==> config.mk <==
export PLATFORM = sky130hd
export DESIGN_NAME = mem_req_arb
export DESIGN_NICKNAME = d
export VERILOG_FILES = /design/src/rtl/mem_req_arb_pkg.sv /design/src/rtl/mem_req_arb_rr_pick.sv /design/src/rtl/mem_req_arb.sv
export SDC_FILE = /design/constraint.sdc
export NUM_CORES = 1
export LEC_CHECK = 0
export ABC_CLOCK_PERIOD_IN_PS = 2600
export BUFFER_PORTS_ARGS = -buffer_cell sky130_fd_sc_hd__buf_2
export CAP_MARGIN = 25
export CORE_AREA = 2 2 420 422
export DETAILED_ROUTE_END_ITERATION = 6
export DIE_AREA = 0 0 422 424
export PLACE_DENSITY_LB_ADDON = 0.1
export SYNTH_ARGS = -nofsm -noshare
export SYNTH_HDL_FRONTEND = slang
export SYNTH_SLANG_ARGS = --single-unit
==> constraint.sdc <==
create_clock -name clk -period 2.6 [get_ports clk]
set_input_delay 0.13 -clock clk [delete_from_list [all_inputs] [get_ports clk]]
set_output_delay 0.13 -clock clk [all_outputs]
set_load 0.05 [all_outputs]
==> src/rtl/mem_req_arb_pkg.sv <==
`default_nettype none
// ============================================================================
// Module   : mem_req_arb_pkg
// Purpose  : Shared types for the memory request arbiter: arbiter FSM state
//            encoding, default-width channel request/response structs that
//            mirror the single-master mem_req/mem_data port shape, and a
//            helper that sizes channel-index fields.
// Ports    : none (package)
// Revision : 1.0 - initial release
// ============================================================================
package mem_req_arb_pkg;

    // Arbiter FSM state, explicit 2-bit encoding.
    typedef enum logic [1:0] {
        IDLE = 2'd0,
        BUSY = 2'd1,
        RESP = 2'd2
    } arb_state_t;

    localparam int c_DEF_ADDR_W = 32;
    localparam int c_DEF_DATA_W = 128;

    // One channel's request, same field set as the memory-side request.
    typedef struct packed {
        logic                    rw;
        logic [c_DEF_ADDR_W-1:0] addr;
        logic [c_DEF_DATA_W-1:0] data;
        logic                    valid;
    } ch_req_t;

    // One channel's completion, same shape as mem_data plus an error flag.
    typedef struct packed {
        logic [c_DEF_DATA_W-1:0] data;
        logic                    ready;
        logic                    err;
    } ch_res_t;

    // Width of a channel index; a single channel still gets a 1-bit field.
    function automatic int id_width(input int n);
        return (n > 1) ? $clog2(n) : 1;
    endfunction

endpackage
`default_nettype wire

==> src/rtl/mem_req_arb_rr_pick.sv <==
`default_nettype none
// ============================================================================
// Module   : rr_pick
// Purpose  : Combinational round-robin picker. Returns the first asserted
//            request found searching upward from ptr with wrap-around.
// Ports    : req     - request vector, one bit per channel
//            ptr     - index searched first (must be < N_CH)
//            grant   - winning index (0 when nothing is requested)
//            any_req - at least one request bit is set
// Revision : 1.0 - initial release
// ============================================================================
module rr_pick
    import mem_req_arb_pkg::*;
#(
    parameter int N_CH = 4,
    parameter int ID_W = id_width(N_CH)
) (
    input  logic [N_CH-1:0] req,
    input  logic [ID_W-1:0] ptr,
    output logic [ID_W-1:0] grant,
    output logic            any_req
);

    int              w_sum;
    logic [ID_W-1:0] w_idx;

    always_comb begin
        grant   = '0;
        any_req = |req;
        w_sum   = 0;
        w_idx   = '0;
        // Scan from the farthest offset back to ptr itself so the requester
        // closest to ptr is the last (and therefore winning) assignment.
        for (int off = N_CH - 1; off >= 0; off--) begin
            w_sum = int'(ptr) + off;
            if (w_sum >= N_CH) begin
                w_sum = w_sum - N_CH;
            end
            w_idx = ID_W'(w_sum);
            if (req[w_idx]) begin
                grant = w_idx;
            end
        end
    end

endmodule
`default_nettype wire

==> src/rtl/mem_req_arb.sv <==
`default_nettype none
// ============================================================================
// Module   : mem_req_arb
// Purpose  : N-channel round-robin arbiter multiplexing cache-side memory
//            requesters onto one valid/ready memory port. A channel holds its
//            request until a one-cycle ready pulse returns the read data.
// Ports    : clk, rst (async, active-low)
//            ch_req_valid/rw/addr/data - per-channel held requests
//            ch_res_ready/err          - one-hot completion / error pulses
//            ch_res_data               - broadcast read data
//            mem_req_valid/rw/addr/data, mem_data_ready/data - memory port
//            grant_id, busy            - arbitration status
// Config   : MEM_REQ_ARB_TIMEOUT_EN - when defined, a BUSY transaction that
//            sees no mem_data_ready for TIMEOUT_CYCLES cycles is aborted with
//            an error pulse. Undefined: BUSY waits forever, ch_res_err = 0.
// Revision : 1.0 - initial release
// ============================================================================
module mem_req_arb
    import mem_req_arb_pkg::*;
#(
    parameter int N_CH           = 4,
    parameter int ADDR_W         = 32,
    parameter int DATA_W         = 128,
    parameter int TIMEOUT_CYCLES = 256
) (
    input  logic                       clk,
    input  logic                       rst,
    input  logic [N_CH-1:0]            ch_req_valid,
    input  logic [N_CH-1:0]            ch_req_rw,
    input  logic [N_CH*ADDR_W-1:0]     ch_req_addr,
    input  logic [N_CH*DATA_W-1:0]     ch_req_data,
    output logic [N_CH-1:0]            ch_res_ready,
    output logic [N_CH-1:0]            ch_res_err,
    output logic [DATA_W-1:0]          ch_res_data,
    output logic                       mem_req_valid,
    output logic                       mem_req_rw,
    output logic [ADDR_W-1:0]          mem_req_addr,
    output logic [DATA_W-1:0]          mem_req_data,
    input  logic                       mem_data_ready,
    input  logic [DATA_W-1:0]          mem_data_data,
    output logic [id_width(N_CH)-1:0]  grant_id,
    output logic                       busy
);

    localparam int                 c_ID_W    = id_width(N_CH);
    localparam logic [c_ID_W-1:0]  c_LAST_ID = c_ID_W'(N_CH - 1);
    localparam logic [N_CH-1:0]    c_ONE     = N_CH'(1);

    arb_state_t          r_state;
    logic [c_ID_W-1:0]   r_ptr;
    logic [c_ID_W-1:0]   r_grant_id;
    logic                r_req_valid;
    logic                r_req_rw;
    logic [ADDR_W-1:0]   r_req_addr;
    logic [DATA_W-1:0]   r_req_data;
    logic [N_CH-1:0]     r_res_ready;
    logic [DATA_W-1:0]   r_res_data;
    logic                r_busy;

    logic [c_ID_W-1:0]   w_pick;
    logic                w_any_req;

`ifdef MEM_REQ_ARB_TIMEOUT_EN
    // Counter holds the number of completed BUSY cycles; expiry is checked on
    // the edge that closes cycle TIMEOUT_CYCLES, i.e. when it reads LAST.
    localparam int                 c_CNT_W    = $clog2(TIMEOUT_CYCLES);
    localparam logic [c_CNT_W-1:0] c_CNT_LAST = c_CNT_W'(TIMEOUT_CYCLES - 1);
    logic [c_CNT_W-1:0]  r_busy_cnt;
    logic [N_CH-1:0]     r_res_err;
`endif

    rr_pick #(
        .N_CH (N_CH),
        .ID_W (c_ID_W)
    ) u_rr_pick (
        .req     (ch_req_valid),
        .ptr     (r_ptr),
        .grant   (w_pick),
        .any_req (w_any_req)
    );

    always_ff @(posedge clk or negedge rst) begin
        if (!rst) begin
            r_state     <= IDLE;
            r_ptr       <= '0;
            r_grant_id  <= '0;
            r_req_valid <= 1'b0;
            r_req_rw    <= 1'b0;
            r_req_addr  <= '0;
            r_req_data  <= '0;
            r_res_ready <= '0;
            r_res_data  <= '0;
            r_busy      <= 1'b0;
`ifdef MEM_REQ_ARB_TIMEOUT_EN
            r_busy_cnt  <= '0;
            r_res_err   <= '0;
`endif
        end else begin
            case (r_state)
                IDLE: begin
                    if (w_any_req) begin
                        r_grant_id  <= w_pick;
                        r_req_rw    <= ch_req_rw[w_pick];
                        r_req_addr  <= ch_req_addr[int'(w_pick)*ADDR_W +: ADDR_W];
                        r_req_data  <= ch_req_data[int'(w_pick)*DATA_W +: DATA_W];
                        r_req_valid <= 1'b1;
                        r_busy      <= 1'b1;
                        r_state     <= BUSY;
`ifdef MEM_REQ_ARB_TIMEOUT_EN
                        r_busy_cnt  <= '0;
`endif
                    end
                end

                BUSY: begin
                    // A real completion takes priority over a same-edge expiry.
                    if (mem_data_ready) begin
                        r_res_data  <= mem_data_data;
                        r_res_ready <= c_ONE << r_grant_id;
                        r_req_valid <= 1'b0;
                        r_state     <= RESP;
                    end
`ifdef MEM_REQ_ARB_TIMEOUT_EN
                    else if (r_busy_cnt == c_CNT_LAST) begin
                        r_res_data  <= '0;
                        r_res_ready <= c_ONE << r_grant_id;
                        r_res_err   <= c_ONE << r_grant_id;
                        r_req_valid <= 1'b0;
                        r_state     <= RESP;
                    end else begin
                        r_busy_cnt  <= r_busy_cnt + 1'b1;
                    end
`endif
                end

                RESP: begin
                    r_res_ready <= '0;
`ifdef MEM_REQ_ARB_TIMEOUT_EN
                    r_res_err   <= '0;
`endif
                    r_ptr       <= (r_grant_id == c_LAST_ID) ? '0 : r_grant_id + 1'b1;
                    r_busy      <= 1'b0;
                    r_state     <= IDLE;
                end

                default: begin
                    r_state <= IDLE;
                end
            endcase
        end
    end

    assign mem_req_valid = r_req_valid;
    assign mem_req_rw    = r_req_rw;
    assign mem_req_addr  = r_req_addr;
    assign mem_req_data  = r_req_data;
    assign ch_res_ready  = r_res_ready;
    assign ch_res_data   = r_res_data;
    assign grant_id      = r_grant_id;
    assign busy          = r_busy;

`ifdef MEM_REQ_ARB_TIMEOUT_EN
    assign ch_res_err = r_res_err;
`else
    assign ch_res_err = '0;
`endif

endmodule
`default_nettype wire

==> results.cfg, run 1 <==
[timing]
slew_viol_final = 0
hold_viol = 0
finalCritPeriodShare = 0.965
setup_violations = 0
relSlewSlack = 0.432
worst_slack_ns = 0.0906
fin_worst_skew_ns = 0.0172
fmax_ghz = 0.398
worstMarginPinSlew_ns = 0.852
rsz0062_at_grt = yes
fin_crit_ns = 2.51
holdWs_ns = 0.0909

[pwr]
p_leak_nw = 16.8
ir_worst_vdd_uv = 675
p_switching_w = 0.0197
swShare = 0.527
internal_power_w = 0.0177
clockPowerShare = 0.170
p_seq_frac = 0.221
powerDensity_nw_per_um2 = 1110
comb_power_share = 0.608

[floorplanning]
die_area_um2 = 179000
rows = 154
die_width_um = 422
initial_core_util = 0.0894
coreArea_um2 = 175000
io_pins = 1080
die_h_um = 424

[global_route]
antenna_found_initial = 15
grt_pass1_wl_mm = 148
grt_pass1_vias = 21300
overflow = 0
gr-usage-all-layers = 0.110
grt_max_degree = 130

[routing]
drtIter0Drc = 576
via_per_inst = 3.27
dr.pass1.iters = 4
ant_nets = 0
drc = 0
wl_per_cell_um = 17.9
wl_met2_mm = 52.1
wl_mm = 103
vias = 18800
routed.top_layer = met5
dr_wl_met3_mm = 6.77
wl_met1_mm = 41.2

[yosys]
synth_top_area_frac = 0.481
synth_area_um2 = 15600
yosysUniqueCellTypes = 28
yosysWarnings = 0
ys_seq_area_frac = 0.481
synthArstFlopShare = 1.00
yosysTopAreaCell = dfrtp_1
synth_flop_cell = dfrtp_1
synth_cells = 1507
yosys_register_bits = 301
synth_edf_count = 0
syn_avg_cell_area_um2 = 10.4
synthTopCellsByArea = dfrtp_1 (48%), mux2i_1 (21%), nand2_1 (13%), o221ai_2 (7.6%), o221ai_1 (4.6%)

[placement]
io_buffer_count = 1075
dpl_worst_slack_ns = 0.332
dpl.hpwl_mm = 77.8
dpl.cell_count = 4896
placed_area_um2 = 24400
finalWeightedCongestion = 0.803

[clock_tree]
cts_root_buf = clkbuf_16
htreeDepth = 2
clk_latency_ns = 0.61
clk_pin_slew_ns = 0.06
cts_buffers = 46
cts_tree = done
cts_sinks = 301
cts_max_path_buffers = 3

[setup_path]
r2r-start = r_ptr[1]
r2r_end = mem_req_data[2]
cp.arrival_ns = 2.97
worstSetupStartpointType = flip-flop
path_class = reg2reg
critPathMaxFanout = 34
cp-end-kind = flip-flop
reg2reg_slack_ns = 0.09
reg2regPathDepth = 7
required_ns = 3.06

[cells_and_area]
nFillCells = 19700
layout-drive-gt1-share = 0.390
fin_nets = 4159
fin_util = 0.193
layout_commonest_cell = buf_2
instances_no_fill = 5763
layout_common_cells = buf_2 (1074), dlygate4sd3_1 (763), nand2_1 (560), mux2i_1 (322), dfrtp_1 (300)
area_growth_syn_to_layout_pct = 115
final_area_um2 = 33700

[worst_hold_path]
hold_class = in2async

[run]
drv_cap = 0

[status]
outcome = finished clean
-- worst max-delay path: stages, from the launching register on --
cell,delay [ns]
dfrtp_2,0.44
or3b_4,0.41
o221ai_4,0.09
buf_12,0.15
buf_12,0.23
mux2i_1,0.25
dlygate4sd3_1,0.59
o221ai_1,0.12
-- layer usage --
metal,vias to the layer above,global-route usage
met1,8961,0.126
met2,644,0.195
li1,9078,-
met5,-,0
met3,137,0.0315
met4,4,0.0376
-- stage by stage --
| step | TNS [ns] | total power, W |
|---|---|---|
| floorplan | 0 | 0.0228 |
| global placement | 0 | 0.0304 |
| detailed placement | 0 | 0.0301 |
| CTS | 0 | 0.0382 |
| global route | -0.0804 | 0.0397 |
| finish | 0 | 0.0374 |
-- repair_timing --
action / 4_1_cts / 5_1_grt
buffers inserted: 0 / 3
setup endpoints to repair: 0 / 45
hold buffers: 768 / 0
resized for setup: 0 / 12
hold endpoints to repair: 373 / 0
-- final cells by class --
type,count,area [um^2],share of cell area
Inverter,4,17.5,0.000520
Clock inverter,6,55.1,0.00163
Antenna cell,11,27.5,0.000817
Multi-Input combinational cell,1081,7540,0.224
Clock buffer,78,1430,0.0425
Tap cell,2340,2930,0.0869
Timing Repair Buffer,1942,14200,0.420
Sequential cell,301,7530,0.224
-- logic make-up (layout without fill, tap and decap cells) --
logic type / Yosys count / in the layout / synth area share
AND/OR/NAND/NOR: 570 / 570 / 0.138
multiplexers: 324 / 324 / 0.207
flip-flops: 301 / 301 / 0.481
AO/OA/AOI/OAI: 179 / 179 / 0.129
buffers and inverters: 128 / 2030 / 0.0402
adder cells (fa/ha/maj): 4 / 4 / 0.00320
other: 1 / 15 / 0.000240
-- synthesized netlist by cell type, types with 2 or more instances --
cell	number
o221ai_1	83
or3_1	2
a22o_1	4
clkbuf_1	60
buf_4	4
nand2b_1	3
buf_6	10
o221ai_2	79
a21oi_1	2
dfrtp_1	301
inv_1	4
mux2i_1	323
o21ai_0	7
buf_2	47
nand2_1	560
buf_1	3
ha_1	4
-- how the worst max path moves through the flow --
stage / start / end / depth (start not counted) / slack (ns)
CTS: r_ptr[1] / mem_req_data[83] / 6 / 0.009
global placement: r_ptr[1] / mem_req_data[67] / 6 / 0.39
detailed placement: r_ptr[1] / mem_req_data[31] / 6 / 0.33
floorplan: r_ptr[1] / mem_req_data[31] / 7 / 0.65
finish: r_ptr[1] / mem_req_data[2] / 7 / 0.09
global route: r_ptr[1] / mem_req_addr[30] / 7 / -0.02
-- state kept, by name (all words and copies together) (netlist names) --
signal	flops
mem_req_valid	1
grant_id	2
busy	1
mem_req_addr	32
r_state	2
mem_req_data	128
r_ptr	2
mem_req_rw	1
ch_res_data	128
ch_res_ready	4
-- power by group through the flow --
stage	Combinational, W	Sequential (W)	Clock, W
after floorplan	0.00689	0.0159	0
after global placement	0.0220	0.00842	0
after detailed placement	0.0218	0.00829	0
after CTS	0.0231	0.00830	0.00676
after global routing	0.0243	0.00858	0.00689
final	0.0228	0.00828	0.00637
No activity file was read; power rests on OpenSTA's default activity.
==> run 2, diff against run 1 <==
Settings changed: CORE_AREA 2 2 420 422 to 3 3 421 423, DIE_AREA 0 0 422 424 to 0 0 424 426.
==> run 2 against run 1 <==
Clock power about the same. Via count increased by 0.59%. Maximum frequency decreased by 2.0%. Hold slack improved by 0.010 ns. Sequential share of layout area about the same. Highest routed layer unchanged.
==> results.cfg, run 2 (same netlist as run 1, synthesis figures left out) <==
[global_route]
gr-usage-all-layers = 0.121
grt_pass1_vias = 21400
grt_max_degree = 130
antenna_found_initial = 30
grt_pass1_wl_mm = 159
overflow = 0

[timing]
finalCritPeriodShare = 0.984
worstMarginPinSlew_ns = 0.939
hold_viol = 0
fin_crit_ns = 2.56
slew_viol_final = 0
fmax_ghz = 0.391
relSlewSlack = 0.374
worst_slack_ns = 0.0406
setup_violations = 0
fin_worst_skew_ns = 0.0213

[pwr]
ir_worst_vdd_uv = 761
clockPowerShare = 0.169
internal_power_w = 0.0175
swShare = 0.534
powerDensity_nw_per_um2 = 1120
p_switching_w = 0.0201
comb_power_share = 0.606
total_power_w = 0.0376
p_seq_frac = 0.225
p_leak_nw = 16.7

[floorplanning]
initial_core_util = 0.0900
die_width_um = 424
rows = 153
die_h_um = 426
die_area_um2 = 181000
coreArea_um2 = 174000
io_pins = 1080

[worst_hold_path]
whs_path_depth = 4
hold_class = in2reg
min_to = mem_req_addr[15]
holdCritStartpoint = ch_req_addr[79]

[cells_and_area]
area_growth_syn_to_layout_pct = 115
instances_no_fill = 5748
nFillCells = 19500
fin_nets = 4151
layout_common_cells = buf_2 (1074), dlygate4sd3_1 (771), nand2_1 (560), mux2i_1 (322), dfrtp_1 (300)
seqCellArea_um2 = 7530
layout-drive-gt1-share = 0.387
fin_util = 0.194
multi_input_area_um2 = 7540
layout_commonest_cell = buf_2

[placement]
io_buffer_count = 1075
finalWeightedCongestion = 0.822
dpl.cell_count = 4861
dpl_worst_slack_ns = 0.208
dpl.hpwl_mm = 88.8

[routing]
vias = 18900
wl_mm = 115
via_per_inst = 3.29
drtIter0Drc = 765
ant_nets = 0
drc = 0
wl_per_cell_um = 19.9
dr.pass1.iters = 5

[setup_path]
path_class = reg2reg
cp-end-kind = flip-flop
required_ns = 3.06
critPathMaxFanout = 28
worstSetupStartpointType = flip-flop
reg2regPathDepth = 8
cp.arrival_ns = 3.02
r2r_end = mem_req_data[72]
r2r-start = r_ptr[1]
reg2reg_slack_ns = 0.04

[status]
outcome = finished clean

[clock_tree]
cts_max_path_buffers = 3
htreeDepth = 2
cts_tree = done
clk_pin_slew_ns = 0.06
cts_buffers = 46
cts_root_buf = clkbuf_16
clk_latency_ns = 0.61
cts_sinks = 301

[run]
drv_cap = 0
==> run 2: cell types whose count changed in the layout (fill, tap and decap cells not counted), sizes merged, moves of 8 or more <==
cell	change
diode	+11
clkbuf	-8
dlygate4sd3	+8
buf	-14
==> run 2: area by class of cell <==
cell class	instances	area share
clock inverters	11	0.00327
repair buffers	1934	0.419
inverters	4	0.000521
diodes	22	0.00164
clock buffers	70	0.0408
multi-input cells	1081	0.224
well taps	2325	0.0865
flip-flops and latches	301	0.224
==> run 2: worst max path at each step <==
stage	depth (start not counted)	endpoint	slack (ns)	start
after floorplan	7	mem_req_data[31]	0.65	r_ptr[1]
after global placement	6	mem_req_data[72]	0.27	r_ptr[1]
after detailed placement	6	mem_req_data[72]	0.21	r_ptr[1]
after CTS	7	mem_req_data[17]	0.03	r_ptr[1]
after global routing	8	mem_req_data[18]	-0.03	r_ptr[1]
final	8	mem_req_data[72]	0.04	r_ptr[1]
==> run 2: power groups by stage <==
stage / clock, W / sequential, W / combinational, W
CTS: 0.00684 / 0.00850 / 0.0231
global route: 0.00695 / 0.00876 / 0.0243
finish: 0.00637 / 0.00846 / 0.0228
detailed placement: 0 / 0.00848 / 0.0219
floorplan: 0 / 0.0159 / 0.00689
global placement: 0 / 0.00859 / 0.0221
==> run 2: timing repair <==
action	4_1_cts	5_1_grt
gates resized for setup	0	10
endpoints found under the hold margin	343	1
endpoints found under the setup margin	0	26
setup buffers	0	9
hold buffers	774	1
==> run 2: layer usage <==
layer  wire (um)  part of all wire  up-vias  global-route usage
met4        4120             0.036        6              0.0489
met5          42           0.00037        -             0.00430
met2       58000              0.51      688               0.212
li1            -                 -     9071                   -
met1       44900              0.39     9018               0.137
met3        7550             0.066      153              0.0336
==> run 2: metrics by stage <==
| stage | instance area, um^2 | TNS [ns] | hold WS (ns) |
|---|---|---|---|
| global route | 33600 | -0.0269 | 0.122 |
| finish | 33600 | 0 | 0.101 |
| global placement | 24200 | 0 | 0.224 |
| floorplan | 15700 | 0 | -0.166 |
| detailed placement | 24200 | 0 | 0.221 |
| CTS | 33400 | 0 | 0.0899 |
==> run 2: critical path, cell delays in order (launching register included) <==
cell,delay (ns)
dfrtp_2,0.44
or3b_4,0.42
o221ai_4,0.08
buf_12,0.17
buf_12,0.14
buf_12,0.15
buf_12,0.24
mux2i_1,0.55
o221ai_2,0.18
==> run 3, diff against run 2 <==
Settings changed: ABC_AREA from default to 1, CORE_AREA 3 3 421 423 to 3 3 422 424, DIE_AREA 0 0 424 426 to 0 0 425 427, GPL_TIMING_DRIVEN from default to 0.
==> run 3 against run 2 <==
Global-route usage increased by 3.3 points. Sequential share of layout area decreased by 2.1 points. Clock skew increased by 0.011 ns. Cell area increased by 11%. Total power increased by 33%. Critical path depth increased by 7. Area after synthesis increased by 24%. Clock power increased by 2%. Hold slack got worse by 0.076 ns. Highest routed layer is now met4.
==> results.cfg, run 3 <==
[status]
outcome = finished clean

[cells_and_area]
layout-drive-gt1-share = 0.265
area_growth_syn_to_layout_pct = 91.9
fin_nets = 5801
nFillCells = 20200
fin_util = 0.214
layout_common_cells = nand2_1 (1314), buf_2 (1117), dlygate4sd3_1 (730), nand3_1 (627), inv_1 (613)
layout_commonest_cell = nand2_1

[worst_hold_path]
hold_class = in2reg
whs_path_depth = 7

[setup_path]
worstSetupStartpointType = flip-flop
critPathMaxFanout = 10
required_ns = 3.07
path_class = reg2reg
cp.arrival_ns = 2.94
reg2regPathDepth = 15
cp-end-kind = flip-flop

[routing]
drtIter0Drc = 1160
ant_nets = 0
drc = 0
dr.pass1.iters = 5
vias = 26700
wl_mm = 146
via_per_inst = 3.60
wl_per_cell_um = 19.7

[clock_tree]
clk_latency_ns = 0.63
htreeDepth = 2
cts_tree = done
cts_sinks = 301
cts_buffers = 49
cts_max_path_buffers = 3
clk_pin_slew_ns = 0.06
cts_root_buf = clkbuf_16

[yosys]
synth_top_area_frac = 0.389
syn_avg_cell_area_um2 = 6.16
synth_edf_count = 0
yosysUniqueCellTypes = 27
synth_area_um2 = 19400
yosysMostFrequentCell = nand2_1
synth_cells = 3147
synth_flop_cell = dfrtp_1
yosysTopAreaCell = dfrtp_1
synthArstFlopShare = 1.00
synthTopCellsByCount = nand2_1 (1320), nand3_1 (637), inv_1 (614)
yosysWarnings = 0
ys_seq_area_frac = 0.389
synthTopCellsByArea = dfrtp_1 (39%), nand2_1 (26%), nand3_1 (16%), inv_1 (12%), clkbuf_1 (2.1%)
yosys_register_bits = 301

[global_route]
use_met2 = 0.274
grt_pass1_vias = 28500
antenna_found_initial = 33
top_usage_layer = met2
use_met1 = 0.178
grt_max_degree = 97
grt_pass1_wl_mm = 203
overflow = 0
grt_util_met3 = 0.0314
gr-usage-all-layers = 0.154

[floorplanning]
io_pins = 1080
die_area_um2 = 181000
die_width_um = 425
rows = 153
die_h_um = 427
initial_core_util = 0.111
coreArea_um2 = 174000

[run]
drv_cap = 0

[placement]
io_buffer_count = 1075
finalWeightedCongestion = 0.870
dpl.hpwl_mm = 117

[timing]
finalCritPeriodShare = 0.948
fmax_ghz = 0.406
fin_crit_ns = 2.47
worstMarginPinSlew_ns = 0.867
hold_viol = 0
rsz0062_at_grt = yes
slew_viol_final = 0
relSlewSlack = 0.422
setup_violations = 0
fin_worst_skew_ns = 0.0319

[pwr]
total_power_w = 0.0500
p_leak_nw = 21.2
ir_worst_vdd_uv = 539
powerDensity_nw_per_um2 = 1340
[run 3: cell count changes in the layout (fill, tap and decap cells not counted), sizes merged, moves of 41 or more]
cell         delta
nand2         +760
nand3         +637
dlygate4sd3    -41
clkbuf        +118
inv           +617
o221ai        -162
mux2i         -323
[run 3: critical path, stage by stage (launching register included)]
cell and delay [ns]:
dfrtp_1 0.37, buf_6 0.13, inv_2 0.08, nand2_1 0.07
nand3_1 0.09, nand2_1 0.07, nand3_2 0.11, nand2_2 0.07
nand2_4 0.12, nand2_4 0.09, buf_12 0.16, buf_4 0.15
clkbuf_2 0.20, or2_1 0.25, nand3_1 0.19, nand3_1 0.12
[run 3: layer usage]
| layer | vias to the layer above | routed length [um] |
|---|---|---|
| li1 | 13200 | - |
| met1 | 12400 | 58900 |
| met2 | 865 | 72400 |
| met3 | 215 | 7890 |
| met4 | 0 | 6590 |
| met5 | - | 0 |
[run 3: timing repair]
item | in CTS | in global routing
cloned | 0 | 1
endpoints found under the hold margin | 358 | 0
resized for setup | 97 | 95
setup endpoints to repair | 183 | 160
hold buffers | 730 | 0
pin swaps | 0 | 2
buffers inserted | 3 | 3
[run 3: layout make-up]
cell class	count	area [um^2]	area share
clock inverter	12	134	0.00360
tap	2325	2910	0.0782
buffer	201	1210	0.0327
timing repair buffer	1819	12900	0.347
inverter	621	2340	0.0628
sequential	301	7530	0.203
clock buffer	73	1400	0.0375
antenna	22	55.1	0.00148
multi-input combinational	2025	8690	0.234
[run 3: worst paths after layout]
kind	startpoint	end	slack, ns
worst max-delay path	r_ptr[0]	mem_req_data[104]	0.13
worst min-delay path	ch_req_data[107]	mem_req_data[107]	0.03
worst max register to register	r_ptr[0]	mem_req_data[104]	0.13
worst min register to register	ch_res_data[74]	ch_res_data[74]	0.46
max in group asynchronous	rst	mem_req_addr[21]	1.04
min in group asynchronous	rst	mem_req_data[52]	0.08
[run 3: metrics by stage]
step / cells / cell area, um^2 / worst slack (ns) / hold slack, ns / TNS (ns)
final: 7399 / 37200 / 0.135 / 0.0255 / 0
after global routing: 7393 / 37200 / -0.0349 / 0.0395 / -0.321
after CTS: 7375 / 36900 / -0.0769 / 0.000347 / -0.575
after detailed placement: 6557 / 27800 / -0.964 / 0.174 / -64.26
after global placement: 6550 / 27700 / -6.37 / 0.325 / -2026.06
after floorplan: 3150 / 19400 / 0.752 / -0.166 / 0
[run 3: power breakdown]
part	leakage [nW]	internal, W	switching [W]
Clock	0.741	0.00372	0.00275
Sequential	3.71	0.00706	0.00119
Combinational	16.7	0.00938	0.0259
[run 3: cell families after synthesis]
logic type                 Yosys count  synth area share
AOI/OAI and AO/OA                   10           0.00323
adders and majority gates            4           0.00258
buffers and inverters              824             0.170
DFF                                301             0.389
other                                1          0.000194
and+or+nand+nor                   2007             0.436
